### config.mk
export PLATFORM = sky130hd
export DESIGN_NAME = result_piso
export DESIGN_NICKNAME = d
export VERILOG_FILES = /design/src/rtl/result_piso.sv
export SDC_FILE = /design/constraint.sdc
export NUM_CORES = 1
export LEC_CHECK = 0
export CORE_MARGIN = 3
export CORE_UTILIZATION = 53
export DETAILED_ROUTE_END_ITERATION = 7
export GPL_ROUTABILITY_DRIVEN = 0
export MAX_ROUTING_LAYER = met4
export PLACE_DENSITY = 0.86
export SETUP_SLACK_MARGIN = 0.02
export SLEW_MARGIN = 20
export SYNTH_ARGS = -nofsm -noshare
export SYNTH_HDL_FRONTEND = slang
export SYNTH_SLANG_ARGS = --single-unit
### constraint.sdc
create_clock -name clk -period 38.3 [get_ports clk]
set_clock_uncertainty 0.2 [all_clocks]
set_input_delay 7.66 -clock clk [delete_from_list [all_inputs] [get_ports clk]]
set_output_delay 7.66 -clock clk [all_outputs]
set_load 0.01 [all_outputs]
### src/rtl/result_piso.sv
// result_piso: parallel-in / serial-out drain for the systolic-array result
// matrix. A capture strobe snapshots all N*M accumulators at once; the
// controller's send signal then paces a row-major valid/ready stream of the
// elements, each tagged with its row, column and a last flag. rst_piso
// rewinds the stream to element 0 without discarding the captured data.
module result_piso #(
  parameter  int N  = 3,
  parameter  int M  = 3,
  parameter  int DW = 32,
  localparam int RW = (N > 1) ? $clog2(N) : 1,
  localparam int CW = (M > 1) ? $clog2(M) : 1
) (
  input  logic                clk,
  input  logic                rst,
  input  logic                i_rst_piso,
  input  logic                i_capture,
  input  logic [N*M*DW-1:0]   i_results_in,
  input  logic                i_send,
  input  logic                i_out_ready,
  output logic                o_out_valid,
  output logic [DW-1:0]       o_out_data,
  output logic [RW-1:0]       o_out_row,
  output logic [CW-1:0]       o_out_col,
  output logic                o_out_last,
  output logic                o_done,
  output logic                o_busy,
  output logic                o_overflow_err
);

  localparam int NM = N * M;
  localparam int IW = (NM > 1) ? $clog2(NM) : 1;

  localparam logic [IW-1:0] LAST_IDX = IW'(NM - 1);
  localparam logic [RW-1:0] LAST_ROW = RW'(N - 1);
  localparam logic [CW-1:0] LAST_COL = CW'(M - 1);

  typedef enum logic [1:0] {
    ST_EMPTY  = 2'd0,
    ST_READY  = 2'd1,
    ST_STREAM = 2'd2
  } state_t;

  // Captured result matrix; element k lives at r_mem[k].
  logic [NM-1:0][DW-1:0] r_mem;

  state_t        r_state;
  logic [IW-1:0] r_ptr;
  logic [RW-1:0] r_row;
  logic [CW-1:0] r_col;
  logic          r_valid;
  logic [DW-1:0] r_data;
  logic          r_last;
  logic          r_done;
  logic          r_busy;
  logic          r_ovf;

  state_t        w_state_nxt;
  logic [IW-1:0] w_ptr_nxt;
  logic [RW-1:0] w_row_nxt;
  logic [CW-1:0] w_col_nxt;
  logic          w_valid_nxt;
  logic [DW-1:0] w_data_nxt;
  logic          w_last_nxt;
  logic          w_done_nxt;
  logic          w_busy_nxt;
  logic          w_ovf_nxt;
  logic          w_load;
  logic          w_xfer;

  assign w_xfer = r_valid & i_out_ready;

  // Next-state, pointer and output decode; row/col step as counters so no
  // divider is needed to tag each element.
  always_comb begin
    w_state_nxt = r_state;
    w_ptr_nxt   = r_ptr;
    w_row_nxt   = r_row;
    w_col_nxt   = r_col;
    w_valid_nxt = r_valid;
    w_done_nxt  = 1'b0;
    w_ovf_nxt   = 1'b0;
    w_load      = 1'b0;

    if (i_rst_piso) begin
      // Stream clear wins over send and the handshake; a pending beat is
      // dropped but the buffer survives so the next send restarts at 0.
      w_ptr_nxt   = '0;
      w_row_nxt   = '0;
      w_col_nxt   = '0;
      w_valid_nxt = 1'b0;
      if (i_capture) begin
        w_load      = 1'b1;
        w_state_nxt = ST_READY;
      end else if (r_state == ST_STREAM) begin
        w_state_nxt = ST_READY;
      end else begin
        w_state_nxt = r_state;
      end
    end else begin
      case (r_state)
        ST_EMPTY: begin
          if (i_capture) begin
            w_load      = 1'b1;
            w_state_nxt = ST_READY;
            w_ptr_nxt   = '0;
            w_row_nxt   = '0;
            w_col_nxt   = '0;
          end else begin
            w_state_nxt = ST_EMPTY;
          end
        end

        ST_READY: begin
          if (i_capture) begin
            // Fresh results overwrite the held set before streaming starts.
            w_load      = 1'b1;
            w_state_nxt = ST_READY;
            w_ptr_nxt   = '0;
            w_row_nxt   = '0;
            w_col_nxt   = '0;
          end else if (i_send) begin
            w_state_nxt = ST_STREAM;
            w_valid_nxt = 1'b1;
          end else begin
            w_state_nxt = ST_READY;
          end
        end

        ST_STREAM: begin
          // The buffer is in use, so a capture now is refused and flagged.
          w_ovf_nxt = i_capture;
          if (w_xfer) begin
            if (r_ptr == LAST_IDX) begin
              w_state_nxt = ST_EMPTY;
              w_ptr_nxt   = '0;
              w_row_nxt   = '0;
              w_col_nxt   = '0;
              w_valid_nxt = 1'b0;
              w_done_nxt  = 1'b1;
            end else begin
              w_ptr_nxt   = r_ptr + IW'(1);
              w_valid_nxt = i_send;
              if (r_col == LAST_COL) begin
                w_col_nxt = '0;
                if (r_row == LAST_ROW) begin
                  w_row_nxt = '0;
                end else begin
                  w_row_nxt = r_row + RW'(1);
                end
              end else begin
                w_col_nxt = r_col + CW'(1);
                w_row_nxt = r_row;
              end
            end
          end else if (!r_valid) begin
            // Paused between beats: resume on the current pointer.
            w_valid_nxt = i_send;
          end else begin
            // Stalled beat: everything holds until accepted.
            w_valid_nxt = 1'b1;
          end
        end

        default: begin
          w_state_nxt = ST_EMPTY;
          w_ptr_nxt   = '0;
          w_row_nxt   = '0;
          w_col_nxt   = '0;
          w_valid_nxt = 1'b0;
        end
      endcase
    end

    if (w_valid_nxt) begin
      w_data_nxt = r_mem[w_ptr_nxt];
    end else begin
      w_data_nxt = {DW{1'b0}};
    end
    w_last_nxt = w_valid_nxt & (w_ptr_nxt == LAST_IDX);
    w_busy_nxt = (w_state_nxt == ST_STREAM);
  end

  // State, pointer and registered output updates.
  always_ff @(posedge clk or posedge rst) begin
    if (rst) begin
      r_state <= ST_EMPTY;
      r_ptr   <= '0;
      r_row   <= '0;
      r_col   <= '0;
      r_valid <= 1'b0;
      r_data  <= {DW{1'b0}};
      r_last  <= 1'b0;
      r_done  <= 1'b0;
      r_busy  <= 1'b0;
      r_ovf   <= 1'b0;
    end else begin
      r_state <= w_state_nxt;
      r_ptr   <= w_ptr_nxt;
      r_row   <= w_row_nxt;
      r_col   <= w_col_nxt;
      r_valid <= w_valid_nxt;
      r_data  <= w_data_nxt;
      r_last  <= w_last_nxt;
      r_done  <= w_done_nxt;
      r_busy  <= w_busy_nxt;
      r_ovf   <= w_ovf_nxt;
    end
  end

  // Result buffer load; contents need no reset since they are only read
  // after a capture has filled them.
  always_ff @(posedge clk) begin
    if (w_load) begin
      r_mem <= i_results_in;
    end else begin
      r_mem <= r_mem;
    end
  end

  assign o_out_valid    = r_valid;
  assign o_out_data     = r_data;
  assign o_out_row      = r_row;
  assign o_out_col      = r_col;
  assign o_out_last     = r_last;
  assign o_done         = r_done;
  assign o_busy         = r_busy;
  assign o_overflow_err = r_ovf;

endmodule

After elaboration in Yosys (flattened, before gate mapping):

Index checks and enable logic that the tools add are counted.
W data, S select, Z words.

* word-level logic and storage cells: 84
* register bits: 335
* input bits: 294
* bits in writable memories: 0
* memories: 0
* ROM bits: 0
* bits in latches: 0

* div/mod/pow operators: 0
* bitwise operators: 2
* eq/ne operators: 10
* $lt $le $gt $ge: 1
* $mul: 0
* reduce and logical (&&, ||, !) cells: 4
* shift-type cells: 0
* mux-type cells: 45
* $add $sub $neg: 3

Operators by type and width (count)
* $bmux W32 S4: 1
* $mux W32: 2
* $mux W2: 17
* $mux W1: 16
* $mux W4: 4
* $eq A2 B2 Y1 const B: 4
* $eq A4 B4 Y1 const B: 2
* $pmux W2 S2: 2
* $pmux W4 S2: 1
* $pmux W2 S3: 1
* $lt A4 B5 Y1 const B: 1
* $add A2 B1 Y2 const B: 2
* $add A4 B1 Y4 const B: 1
* $ne A4 B2 Y1 const B: 1
* $ne A3 B1 Y1 const B: 1
* $ne A3 B3 Y1 const B: 1
* $pmux W1 S3: 1
* $reduce_and A3 Y1: 1
* $and A1 B1 Y1: 2
* $eq A2 B1 Y1 const B: 1
* $logic_not A2 Y1: 1
* $reduce_and A2 Y1: 1
* $reduce_or A2 Y1: 1

Logic depth before layout (Yosys ltp):

Gate-level depths: netlist (run 1).

* word-level depth: 8
* gate-level depth with buffers: 12
* depth with buffers taken out: 9

Least setup slack after synthesis (run 1):

OpenSTA, ideal clock, no wires.

* path kind: in2reg
* start point: input i_rst_piso
* end point: register r_mem[0] in the netlist's numbering (enable)
* arrival time: 20.023 ns
* library setup time: 0.946 ns
* buffers on the path: 1
* setup slack: 17.131 ns
* stages on the path: 3
* cell sequence: buf_4 -> and2b_2 -> nor2_1

* longest elaborated chain between the ends: 1

RTL lines
* start: declaration: RTL line 15 `input logic i_rst_piso,`
* $mux W1: RTL line 84 `if (i_rst_piso) begin`
* named net w_load: RTL line 67 `logic w_load;`
* end signal: assignment: RTL line 214 `r_mem <= i_results_in;`
* end signal: assignment: RTL line 216 `r_mem <= r_mem;`
* end: declaration: RTL line 44 `logic [NM-1:0][DW-1:0] r_mem;`

The timed path passes the listed nets, and every way through them passes these cells.
A chain may end at the register's enable or synchronous reset.

Final worst setup path (run 1):

* start point: input i_rst_piso
* end point: register r_data[14], in the netlist o_out_data[14]

* longest elaborated chain between the ends: 4

RTL lines
* $mux W4: RTL line 84
* $bmux W32 S4: RTL line 175 `w_data_nxt = r_mem[w_ptr_nxt];`
* $mux W32 (not written as such): RTL line 175
* $mux W32 (*): RTL line 174 `if (w_valid_nxt) begin`
* named net w_data_nxt[14]: RTL line 62 `logic [DW-1:0] w_data_nxt;`
* end signal: assignment: RTL line 191 `r_data <= {DW{1'b0}};`
* end signal: assignment: RTL line 202 `r_data <= w_data_nxt;`
* end: declaration: RTL line 51 `logic [DW-1:0] r_data;`

Mark *: on every way through the listed nets, which the timed path passes. The rest lies on a longest branch. The select of a mux whose other input is x is not followed.

==> flow_summary_export.csv, run 1 <==
group,metric,value,unit
setup_path,start_kind,"input pin",
sta,rsz0062_at_grt,"false",
clocking,cts_sinks,335,
clocking,cts_tree,"built",
synth,synth.mux.area_fraction,0.00290,
setup_path,required,38.54,ns
clocking,cts_resized,0,
sta,report.final.setup_viol,0,
clocking,clk_latency,0.51,ns
pwr,power_frac_comb,0.072,
sta,min_period,11.45,ns
setup_path,cp-startpoint,"i_rst_piso",
setup_path,path_class,"in -> reg",
sta,finalCritPeriodShare,0.299,
route,drtIter0Drc,878,
die,coreArea,23800,um2
global_routing,grt_pass1_vias,9003,
clocking,cts_hold_buffers,0,
route,vias,8610,
cells_and_area,final_util,0.733,
die,io_pins,335,
clocking,clockBufferDepth,3,
sta,report.final.slew_viol_count,0,
synth,synth_edf_count,288,
pwr,swShare,0.202,
synth,syn_area,13000,um2
route,dr.pass1.iters,7,
synth,yosys_register_bits,335,
global_routing,track_usage,0.261,
cells_and_area,layout_commonest_cell,"clkdlybuf4s50_1",
clocking,cts_root_buffer,"clkbuf_16",
die,rows,56,
clocking,ctsHtreeMaxLevel,2,
global_routing,grt_pass1_wl,50200,um
cells_and_area,syn_to_final_growth,34.3,%
pwr,clockPowerShare,0.395,
clocking,clk_pin_slew,0.06,ns
synth,synth-compound-area-share,0.140,
placement,dp_hpwl,21600,um
pwr,p_sw,0.163,mW
synth,synth_cells,805,
synth,synth_top_area_frac,0.667,
synth,synth_top_family_by_area,"compound AO/OA/AOI/OAI gates",
sta,worst_slew_pin_slew,1.11,ns
setup_path,cp_num_buf_inv,3,
global_routing,overflow,0,
synth,synth-simple-area-share,0.0543,
die,dieArea,26400,um2
die,die_x,162,um
route,wire_per_inst,23.3,um
worst_hold_path,hold_class,"reg -> reg",
die,initial_core_util,0.546,
die,die_h,162,um
sta,maxSlewHeadroom,0.260,
clocking,cts_setup_buffers,0,
sta,holdWs,0.260,ns
setup_path,cp.depth,9,
route,wl,34500,um
pwr,max-vdd-ir-drop,0.0408,mV
setup_path,cp_slowest_cell,"nor2_4",
setup_path,path_cells,"clkdlybuf4s50_1 -> or3b_4 -> o21ai_0 -> a32oi_4 -> buf_8 -> buf_4 -> nand4_1 -> nor2_4 -> a211o_1",
pwr,power.total,0.806,mW
setup_path,endpoint_kind,"flip-flop",
synth,synth_cell_types,47,
clocking,cts_buffers,35,
setup_path,cpPeakStageDelay,0.89,ns
cells_and_area,final_cell_mix,"clkdlybuf4s50_1, edfxtp_1, a21oi_1",
synth,yosys-top-cells-area,"edfxtp_1, dfrtp_1, a21oi_1, a221oi_2, nand2_1",
pwr,seqPwrFrac,0.533,
sta,hold_viol_final,0,
synth,synth_async_sr_flop_share,0.140,
setup_path,r2r-start,"r_state[1]$_DFF_PP0_",
pwr,p_leak,6.24,nW
synth,synth-adder-area-share,0.00193,
synth,seq_area_frac_synth,0.758,
setup_path,crit_end,"o_out_data[14]$_DFF_PP0_",
synth,ys.flop_type,"edfxtp_1",
sta,fmax,87.4,MHz
route,drt-vias-per-instance,5.82,
cells_and_area,drive_above_1_share,0.0942,
route,drc,0,
setup_path,critPathTopFamily,"buffers and inverters",
cells_and_area,fill_cells,1433,
worst_hold_path,hp-start,"r_mem[272]$_DFFE_PP_",
placement,io_buffers,334,
global_routing,grt_max_degree,214,
synth,synth_xor_area_frac,0,
sta,finalSetupTns,0,ns
run_status,status,"finished, final reports clean",
synth,yosys_warnings,0,
pwr,internal_power,0.644,mW
setup_path,cp_data_arrival_time,11.69,ns
synth,synth_top_area_cell,"edfxtp_1",
pwr,power_density,46.3,nW/um2
synth,avgSynthCellArea,16.1,um2
route,ant_nets,0,
setup_path,r2r_slack,34.16,ns
cells_and_area,final_nets,1427,
setup_path,rr_endpoint,"o_out_data[14]$_DFF_PP0_",
run,maxCapViolations,0,
global_routing,antenna_found_initial,3,
setup_path,reg2reg_depth,8,
synth,syn_nets,1101,
setup_path,worstPathMaxFanout,39,
## synthesized netlist by cell type (all sizes together), types with 3 or more instances
cell type / count
a211o: 32
a221oi: 64
a21oi: 132
nor2: 5
o21ai: 3
dfrtp: 47
inv: 9
nor3: 3
nand3: 5
nand2: 131
clkbuf: 29
mux2: 3
buf: 25
edfxtp: 288
## how the worst min path moves through the flow
stage	endpoint	slack, ns	cells past startpoint
6_report	o_out_data[16]$_DFF_PP0_	0.26	1
5_1_grt	o_out_data[31]$_DFF_PP0_	0.27	1
4_1_cts	o_out_data[4]$_DFF_PP0_	0.26	1
3_5_place_dp	o_out_data[0]$_DFF_PP0_	0.25	1
3_3_place_gp	o_out_data[19]$_DFF_PP0_	0.24	1
2_1_floorplan	o_out_data[0]$_DFF_PP0_	0.24	1
## metrics by stage
step	setup slack (ns)	std cells	cell area [um2]
floorplan	17.13	805	13000
global placement	26.41	1411	16300
detailed placement	26.29	1411	16300
CTS	26.76	1474	17400
global route	26.67	1479	17400
finish	26.85	1479	17400
## sequential cells by signal, summed over array words and instances (netlist names)
register	cells
o_out_col	2
o_overflow_err	1
o_out_data	32
r_state	2
o_out_row	2
o_done	1
r_mem	288
o_out_last	1
r_ptr	4
o_out_valid	1
o_busy	1
## power groups by stage
stage | sequential, mW | combinational (mW) | clock, mW
after CTS | 0.430 | 0.0575 | 0.324
after detailed placement | 0.437 | 0.0569 | 0
final | 0.430 | 0.0577 | 0.319
after global routing | 0.431 | 0.0610 | 0.337
after global placement | 0.436 | 0.0553 | 0
after floorplan | 0.443 | 0.0151 | 0
## per-layer routing
layer,vias to the layer above,wire (um),track usage
met4,0,1380,0.110
li1,3777,-,-
met5,-,0,-
met1,4206,12600,0.308
met3,96,2780,0.0534
met2,531,17800,0.439
## cells by family (layout without fill, tap and decap cells)
| family | after synthesis | after routing |
|---|---|---|
| flip-flops | 335 | 335 |
| AO/OA/AOI/OAI | 240 | 240 |
| AND/OR/NAND/NOR | 161 | 161 |
| buffers and inverters | 64 | 416 |
| multiplexers | 3 | 3 |
| adder cells (fa/ha/maj) | 2 | 2 |
| other | 0 | 3 |
## area by class of cell
cell class                 instances  area (um2)  area share
inverter                          10        41.3     0.00237
tap                              319         399      0.0229
clock inverter                    15         130     0.00747
antenna                            3        7.51    0.000431
sequential                       335        9820       0.564
clock buffer                      48         945      0.0543
multi-input combinational        406        2610       0.150
timing repair buffer             343        3450       0.198
Power figures use the tool's default switching activity.
==> inputs of run 2 (changes only) <==
--- a/config.mk
+++ b/config.mk
@@ -6,11 +6,11 @@
 export NUM_CORES = 1
 export LEC_CHECK = 0
 export CORE_MARGIN = 3
-export CORE_UTILIZATION = 53
+export CORE_UTILIZATION = 44
 export DETAILED_ROUTE_END_ITERATION = 7
 export GPL_ROUTABILITY_DRIVEN = 0
 export MAX_ROUTING_LAYER = met4
-export PLACE_DENSITY = 0.86
+export PLACE_DENSITY = 0.76
 export SETUP_SLACK_MARGIN = 0.02
 export SLEW_MARGIN = 20
 export SYNTH_ARGS = -nofsm -noshare
==> constraint.sdc (replaced) <==
create_clock -name clk -period 9.4 [get_ports clk]
set_clock_uncertainty 0.2 [all_clocks]
set_input_delay 1.88 -clock clk [delete_from_list [all_inputs] [get_ports clk]]
set_output_delay 1.88 -clock clk [all_outputs]
set_load 0.01 [all_outputs]
==> run 2 against run 1 <==
Against the previous run:
- count of clock-buffer cells in the layout is 3 higher
- largest cell class unchanged
- final cell count is 4.4% higher
- via count is 3.4% lower
- highest routed layer unchanged
==> flow_summary_export.csv, run 2 (synthesis gave the netlist of run 1 again) <==
group,metric,value,unit
run_status,status,"finished, final reports clean",
pwr,power_density,191,nW/um2
die,die_x,178,um
cells_and_area,final_nets,1428,
cells_and_area,antennaDiodeCount,0,
die,io_pins,335,
route,wire_per_inst,21.7,um
cells_and_area,largest_register_ffs,288,
route,drc,0,
global_routing,grt_pass1_vias,8509,
setup_path,path_cells,"clkdlybuf4s50_1 -> or3b_4 -> o21ai_0 -> a32oi_4 -> buf_4 -> inv_2 -> buf_4 -> a21oi_1 -> a221oi_1 -> a211o_1",
global_routing,grt_max_degree,163,
setup_path,path_class,"in -> reg",
sta,rsz0062_at_grt,"false",
setup_path,cp_data_arrival_time,5.70,ns
global_routing,grt_pass1_wl,48200,um
clocking,cts_tree,"built",
setup_path,worstPathMaxFanout,66,
setup_path,cp_common_cell,"buf_4",
route,vias,8313,
setup_path,start_kind,"input pin",
route,ant_nets,0,
placement,dp_hpwl,21600,um
sta,report.final.setup_viol,0,
global_routing,antenna_found_initial,0,
sta,finalSetupTns,0,ns
die,initial_core_util,0.449,
route,dr.pass1.iters,5,
sta,hold_viol_final,0,
cells_and_area,finalNonFillerCells,1544,
die,dieArea,31600,um2
setup_path,r2r-start,"r_state[1]$_DFF_PP0_",
cells_and_area,regMostFlops,"r_mem",
route,drt-vias-per-instance,5.38,
die,coreArea,28900,um2
pwr,p_leak,6.29,nW
setup_path,cpPeakStageDelay,0.59,ns
clocking,cts_root_buffer,"clkbuf_16",
setup_path,cp_num_buf_inv,4,
clocking,cts_hold_buffers,0,
clocking,clockBufferDepth,3,
cells_and_area,seqCellArea,9820,um2
setup_path,endpoint_kind,"flip-flop",
setup_path,required,9.66,ns
die,rows,62,
clocking,cts_buffers,36,
sta,holdWs,0.257,ns
worst_hold_path,hold_class,"reg -> reg",
clocking,clk_latency,0.51,ns
clocking,cts_resized,0,
cells_and_area,syn_to_final_growth,35.5,%
setup_path,critPathTopFamily,"buffers and inverters",
clocking,ctsHtreeMaxLevel,2,
run,maxCapViolations,0,
pwr,max-vdd-ir-drop,0.177,mV
cells_and_area,multi_input_area,2620,um2
route,drtIter0Drc,672,
global_routing,track_usage,0.210,
placement,io_buffers,334,
die,die_h,178,um
cells_and_area,final_cell_mix,"clkdlybuf4s50_1, edfxtp_1, a21oi_1",
sta,worst_slew_pin_slew,1.05,ns
sta,maxSlewHeadroom,0.302,
setup_path,cp_slowest_cell,"clkdlybuf4s50_1",
sta,fmax,184,MHz
global_routing,overflow,0,
sta,report.final.slew_viol_count,0,
sta,min_period,5.44,ns
route,wl,33500,um
clocking,cts_setup_buffers,0,
cells_and_area,fill_cells,2175,
clocking,cts_sinks,335,
placement,placed_cells,1478,
sta,finalCritPeriodShare,0.579,
setup_path,cp-startpoint,"i_rst_piso",
cells_and_area,drive_above_1_share,0.102,
clocking,clk_pin_slew,0.06,ns
cells_and_area,layout_commonest_cell,"clkdlybuf4s50_1",
worst_hold_path,hp-start,"r_mem[263]$_DFFE_PP_",
-- run 2: per-layer routing --
layer / GRT usage / wire [um]
met5: - / 0
met4: 0.0654 / 893
met3: 0.0398 / 2340
met2: 0.358 / 17300
met1: 0.253 / 13000
-- run 2: worst reg2reg max path: cells and delay by family, from the launching register on --
kind,cells,cell delay (ns)
AO/OA/AOI/OAI,5,1.18
buffers and inverters,3,1.56
flip-flops,1,0.49
AND/OR/NAND/NOR,1,0.45
-- run 2: area by class of cell --
class                           count  share of cell area
Timing Repair Buffer              343               0.196
Sequential cell                   335               0.559
Clock inverter                     15             0.00769
Multi-Input combinational cell    406               0.149
Inverter                           10             0.00235
Tap cell                          384              0.0274
Clock buffer                       51              0.0586
-- run 2: path summary, 6_finish.rpt --
| check | cells past startpoint | end | slack [ns] |
|---|---|---|---|
| setup / recovery | 10 | o_out_data[1]$_DFF_PP0_ | 3.96 |
| setup reg to reg | 9 | o_out_data[1]$_DFF_PP0_ | 5.48 |
| hold / removal | 1 | o_out_data[7]$_DFF_PP0_ | 0.26 |
| max in group asynchronous | 3 | o_out_data[3]$_DFF_PP0_ | 6.74 |
| min in group asynchronous | 3 | o_out_data[24]$_DFF_PP0_ | 1.72 |
| hold reg to reg | 1 | o_out_data[7]$_DFF_PP0_ | 0.26 |
-- run 2: per-stage QoR --
step / setup WS (ns) / power (mW) / area (um2) / utilization
after floorplan: 2.28 / 1.84 / 13000 / -
after global placement: 3.65 / 2.01 / 16400 / 0.567
after detailed placement: 3.49 / 2.01 / 16400 / 0.568
after CTS: 4.02 / 3.39 / 17600 / 0.608
after global routing: 3.73 / 3.46 / 17600 / 0.609
final: 3.96 / 3.36 / 17600 / 0.609
-- run 2: where the power goes --
group	leakage, nW	internal, mW	switching (mW)
combinational	2.26	0.139	0.0937
sequential	3.45	1.72	0.0298
clock	0.573	0.821	0.555
total	6.29	2.68	0.679
